[config.mk]
export PLATFORM = sky130hd
export DESIGN_NAME = mem_port_arbiter
export DESIGN_NICKNAME = d
export VERILOG_FILES = /design/src/rtl/mem_port_arbiter.sv
export SDC_FILE = /design/constraint.sdc
export NUM_CORES = 1
export LEC_CHECK = 0
export BUFFER_PORTS_ARGS = -buffer_cell sky130_fd_sc_hd__buf_2
export CELL_PAD_IN_SITES_DETAIL_PLACEMENT = 1
export CELL_PAD_IN_SITES_GLOBAL_PLACEMENT = 1
export CORE_ASPECT_RATIO = 1.5
export CORE_UTILIZATION = 34
export DETAILED_ROUTE_END_ITERATION = 6
export GPL_TIMING_DRIVEN = 0
export PLACE_DENSITY_LB_ADDON = 0.2
export REMOVE_ABC_BUFFERS = 1
export SLEW_MARGIN = 20
export SYNTH_ARGS = -nofsm -noshare
export SYNTH_HDL_FRONTEND = slang
export SYNTH_SLANG_ARGS = --single-unit
[constraint.sdc]
create_clock -name clk -period 2.1 [get_ports clk]
set_input_delay 0.315 -clock clk [delete_from_list [all_inputs] [get_ports clk]]
set_output_delay 0.315 -clock clk [all_outputs]
set_load 0.1 [all_outputs]
[src/rtl/mem_port_arbiter.sv]
// mem_port_arbiter
// Shares the unified memory of the multicycle MIPS datapath between the CPU
// control path and a debug/loader port. One requester is granted at a time.
// The memory port is driven for MEM_LAT cycles, then the winner gets its read
// data and a one-cycle ack.
//
// Handshake: a requester raises req with we/addr/wdata stable and holds them
// until it sees its one-cycle ack. It drops req on the edge that samples ack.
// A req still high in the following IDLE cycle is a new access. Requests are
// only looked at in IDLE. A req dropped mid-access does not cancel the access.
module mem_port_arbiter #(
    parameter int AW       = 32,
    parameter int DW       = 32,
    parameter int MEM_LAT  = 2,
    parameter int CPU_PRIO = 0
) (
    input  logic          clk,
    input  logic          rst_n,
    input  logic          cpu_req,
    input  logic          cpu_we,
    input  logic [AW-1:0] cpu_addr,
    input  logic [DW-1:0] cpu_wdata,
    output logic [DW-1:0] cpu_rdata,
    output logic          cpu_ack,
    output logic          cpu_stall,
    input  logic          dbg_req,
    input  logic          dbg_we,
    input  logic [AW-1:0] dbg_addr,
    input  logic [DW-1:0] dbg_wdata,
    output logic [DW-1:0] dbg_rdata,
    output logic          dbg_ack,
    output logic          mem_en,
    output logic          mem_we,
    output logic [AW-1:0] mem_addr,
    output logic [DW-1:0] mem_wdata,
    input  logic [DW-1:0] mem_rdata,
    output logic [1:0]    fsm_state
);

    localparam int CW = $clog2(MEM_LAT) + 1;

    localparam logic OWN_CPU = 1'b0;
    localparam logic OWN_DBG = 1'b1;

    typedef enum logic [1:0] {
        S_IDLE = 2'd0,
        S_BUSY = 2'd1,
        S_RESP = 2'd2
    } state_e;

    state_e        state_q, state_d;
    logic [CW-1:0] cnt_q, cnt_d;
    logic          owner_q, owner_d;
    logic          last_owner_q, last_owner_d;
    logic          we_q, we_d;
    logic [AW-1:0] addr_q, addr_d;
    logic [DW-1:0] wdata_q, wdata_d;
    logic [DW-1:0] cpu_rdata_q, cpu_rdata_d;
    logic [DW-1:0] dbg_rdata_q, dbg_rdata_d;
    logic          grant_dbg;

    // Winner selection: a lone requester wins; on a conflict the CPU wins under
    // fixed priority, otherwise whichever port was not served last.
    always_comb begin
        grant_dbg = dbg_req;
        if (cpu_req && dbg_req) begin
            if (CPU_PRIO != 0) begin
                grant_dbg = 1'b0;
            end else begin
                grant_dbg = (last_owner_q == OWN_CPU);
            end
        end
    end

    // State register; reset drops the FSM to IDLE so mem_en/mem_we/acks fall at once.
    always_ff @(posedge clk or negedge rst_n) begin
        if (!rst_n) begin
            state_q <= S_IDLE;
        end else begin
            state_q <= state_d;
        end
    end

    // Next-state logic: IDLE -> BUSY on any request, BUSY -> RESP when the count expires.
    always_comb begin
        state_d = state_q;
        case (state_q)
            S_IDLE:  if (cpu_req || dbg_req) state_d = S_BUSY;
            S_BUSY:  if (cnt_q == '0) state_d = S_RESP;
            S_RESP:  state_d = S_IDLE;
            default: state_d = S_IDLE;
        endcase
    end

    // Datapath next values: latch the winning request, count the access, capture read data.
    always_comb begin
        cnt_d        = cnt_q;
        owner_d      = owner_q;
        last_owner_d = last_owner_q;
        we_d         = we_q;
        addr_d       = addr_q;
        wdata_d      = wdata_q;
        cpu_rdata_d  = cpu_rdata_q;
        dbg_rdata_d  = dbg_rdata_q;
        case (state_q)
            S_IDLE: begin
                if (cpu_req || dbg_req) begin
                    owner_d = grant_dbg ? OWN_DBG : OWN_CPU;
                    we_d    = grant_dbg ? dbg_we : cpu_we;
                    addr_d  = grant_dbg ? dbg_addr : cpu_addr;
                    wdata_d = grant_dbg ? dbg_wdata : cpu_wdata;
                    cnt_d   = CW'(MEM_LAT - 1);
                end
            end
            S_BUSY: begin
                if (cnt_q != '0) begin
                    cnt_d = cnt_q - CW'(1);
                end else if (!we_q) begin
                    // Only the owner's read register moves; writes leave both alone.
                    if (owner_q == OWN_DBG) begin
                        dbg_rdata_d = mem_rdata;
                    end else begin
                        cpu_rdata_d = mem_rdata;
                    end
                end
            end
            S_RESP: begin
                last_owner_d = owner_q;
            end
            default: begin
            end
        endcase
    end

    // Datapath registers; last_owner resets to DBG so the CPU wins the first conflict.
    always_ff @(posedge clk or negedge rst_n) begin
        if (!rst_n) begin
            cnt_q        <= '0;
            owner_q      <= OWN_CPU;
            last_owner_q <= OWN_DBG;
            we_q         <= 1'b0;
            addr_q       <= '0;
            wdata_q      <= '0;
            cpu_rdata_q  <= '0;
            dbg_rdata_q  <= '0;
        end else begin
            cnt_q        <= cnt_d;
            owner_q      <= owner_d;
            last_owner_q <= last_owner_d;
            we_q         <= we_d;
            addr_q       <= addr_d;
            wdata_q      <= wdata_d;
            cpu_rdata_q  <= cpu_rdata_d;
            dbg_rdata_q  <= dbg_rdata_d;
        end
    end

    // Output decode: memory strobes only in BUSY, the owner's ack only in RESP.
    always_comb begin
        mem_en  = (state_q == S_BUSY);
        mem_we  = (state_q == S_BUSY) && we_q;
        cpu_ack = (state_q == S_RESP) && (owner_q == OWN_CPU);
        dbg_ack = (state_q == S_RESP) && (owner_q == OWN_DBG);
    end

    assign mem_addr  = addr_q;
    assign mem_wdata = wdata_q;
    assign cpu_rdata = cpu_rdata_q;
    assign dbg_rdata = dbg_rdata_q;
    assign cpu_stall = cpu_req & ~cpu_ack;
    assign fsm_state = state_q;

endmodule
==> flow_metrics.py <==
metrics = {
    "outcome": {
        "outcome": "finished clean",
    },
    "critical_path": {
        "start_kind": "flop",
        "worstPathArrival_ns": 1.68,
        "crit_type": "reg -> out",
        "crit_fanout": 5,
        "rr_worst_depth": 7,
        "worst_setup_path_end_kind": "output port",
        "crit_required_ns": 1.78,
    },
    "synth": {
        "synth-seq-cells": 135,
        "yosysTopAreaCell": "dfrtp_1",
        "syn_inst": 458,
        "ys_seq_area_frac": 0.583,
        "yosysTopAreaCellShare": 0.579,
        "synth_area_per_cell_um2": 12.7,
        "synth_area_mm2": 0.00579,
        "yosys.cell_types.count": 26,
        "yosys_warnings": 0,
        "ys_top_cells_by_area": "dfrtp_1 58%, mux2_2 12%, mux2i_1 12%, a21oi_1 11%, buf_2 1.2%",
    },
    "sta": {
        "clock_skew_ns": 0.0103,
        "min_period_ns": 1.99,
        "maxSlewHeadroom": 0.621,
        "final-hold-violation-count": 0,
        "finalCritPeriodShare": 0.949,
        "worst_pin_slew_ns": 0.569,
        "fmax_mhz": 502,
        "setup_viol": 0,
        "rsz0062_at_grt": "false",
        "drv_slew": 0,
    },
    "die": {
        "io_pins": 301,
        "core_area_mm2": 0.0167,
        "die_x_um": 109,
        "std_cell_rows": 58,
        "die_h_um": 162,
        "start_util": 0.347,
        "die_area_mm2": 0.0176,
    },
    "min_path": {
        "hold_path.class": "in -> reg",
        "hold_depth": 2,
    },
    "route": {
        "routed_wl_mm": 16.9,
        "drc_errors": 0,
        "dr.pass1.iters": 4,
        "wl_per_cell_um": 17.3,
        "via_per_inst": 4.91,
        "dr.first_iter.drc_count": 130,
        "vias": 4800,
        "postRouteAntennaNets": 0,
    },
    "cts": {
        "insertion_delay_ns": 0.40,
        "h-tree-depth": 4,
        "cts_tree": "yes",
        "cts_buffers": 17,
        "cts_sinks": 135,
        "clk_path_buf_depth": 2,
        "path_clk_slew_ns": 0.06,
        "cts_root_buf": "clkbuf_16",
    },
    "global_route": {
        "gr-usage-all-layers": 0.192,
        "grt_pass1_wl_mm": 25.8,
        "grt_max_degree": 80,
        "met3_usage": 0.0542,
        "met2_usage": 0.359,
        "gr-total-overflow": 0,
        "grt_pass1_vias": 5120,
        "grt_antenna_before_repair": 0,
        "use_met1": 0.196,
        "grt-busiest-layer": "met2",
    },
    "finish": {
        "final_cells": 978,
        "syn_to_final_growth_pct": 42.5,
        "multi_input_area_mm2": 0.00223,
        "drive_gt1_frac": 0.540,
        "fin_nets": 923,
        "ff_latch_area_mm2": 0.00338,
        "fin_area_mm2": 0.00826,
        "nFillCells": 1831,
        "fin_util": 0.495,
    },
    "placed_design": {
        "gp_congestion": 0.723,
        "io_buffers": 300,
        "postPlaceCellArea_mm2": 0.00762,
        "place_inst": 943,
        "hpwl_mm": 12.7,
    },
    "run": {
        "max-cap-violations": 0,
    },
}
## area by class of cell
class / instances / area share
flip-flops and latches: 135 / 0.409
multi-input cells: 281 / 0.270
repair buffers: 315 / 0.214
clock buffers: 17 / 0.0515
well taps: 210 / 0.0318
clock inverters: 14 / 0.0214
inverters: 5 / 0.00227
diodes: 1 / 0.000303
## sequential cells by signal, summed over array words and instances, names as in the netlist
| register | flops |
|---|---|
| mem_wdata | 32 |
| cpu_rdata | 32 |
| mem_addr | 32 |
| fsm_state | 2 |
| owner_q | 1 |
| last_owner_q | 1 |
| dbg_rdata | 32 |
| cnt_q | 2 |
| we_q | 1 |
## cell usage after synthesis
cell,count
mux2_1,2
dfstp_2,1
nor2_1,3
dfrtp_1,134
buf_6,3
mux2i_1,67
inv_1,5
nor3b_1,1
nor4b_4,1
and2_1,3
nand4b_1,1
buf_4,2
clkbuf_1,16
or2_0,1
nor2b_4,1
buf_1,1
nand2b_1,1
a21oi_1,131
buf_2,14
mux2_2,62
clkbuf_2,1
a21o_1,2
nor2b_1,1
ha_1,2
a21bo_2,1
a22o_1,1
## stage by stage
stage / hold slack, ns / TNS, ns / worst slack, ns
6_report: 0.142 / 0 / 0.108
5_1_grt: 0.133 / 0 / 0.0136
4_1_cts: 0.125 / 0 / 0.0544
3_5_place_dp: 0.270 / -1.60 / -0.181
3_3_place_gp: 0.466 / -504.68 / -4.35
2_1_floorplan: 0.0194 / -264.65 / -2.62
## cell usage in the layout (no fill, tap or decap), types with 3 or more instances in the layout
cell type	instances
a21oi_1	131
bufinv_16	3
clkbuf_16	17
clkinv_4	4
clkinv_2	3
buf_6	6
mux2i_1	67
buf_2	297
inv_1	5
buf_4	3
buf_16	5
mux2_2	62
dfrtp_1	134
## metal layers
metal | routed length (µm) | up-vias
met5 | 0 | -
met3 | 1180 | 25
li1 | - | 2236
met2 | 9280 | 189
met4 | 427 | 0
met1 | 6030 | 2350
## worst max-delay path, cell delays in order (launching register included)
cell      delay (ns)
dfrtp_1         0.43
nand2b_1        0.22
nor2_1          0.15
buf_2           0.47
## repair_timing
| action | 4_1_cts | 5_1_grt |
|---|---|---|
| resized for setup | 1 | 1 |
| pin swaps | 1 | 1 |
| setup endpoints to repair | 26 | 4 |
| setup buffers | 1 | 1 |
| hold buffers | 1 | 0 |
| hold endpoints to repair | 56 | 0 |
## cells by family (layout without fill, tap and decap cells)
logic type / after synthesis / in the layout / share of synthesized area
compound gates: 135 / 135 / 0.119
simple gates: 13 / 13 / 0.0177
mux: 131 / 131 / 0.240
other cells: 0 / 1 / 0
fa+ha+maj: 2 / 2 / 0.00432
buf+inv: 42 / 351 / 0.0356
flops: 135 / 135 / 0.583
## path summary, 6_finish.rpt
kind / start / to / slack (ns)
max in group asynchronous: rst_n / last_owner_q / 0.90
min in group asynchronous: rst_n / mem_addr[21] / 0.42
worst min register to register: cpu_rdata[6] / cpu_rdata[6] / 0.49
worst max-delay path: fsm_state[0] / dbg_ack / 0.11
worst max register to register: cnt_q[0] / cpu_rdata[13] / 0.15
worst min-delay path: mem_rdata[5] / cpu_rdata[5] / 0.14
Power is left out: the tool's default activity adds up to more than one toggle a clock period on the data nets, which glitch-free logic cannot reach.
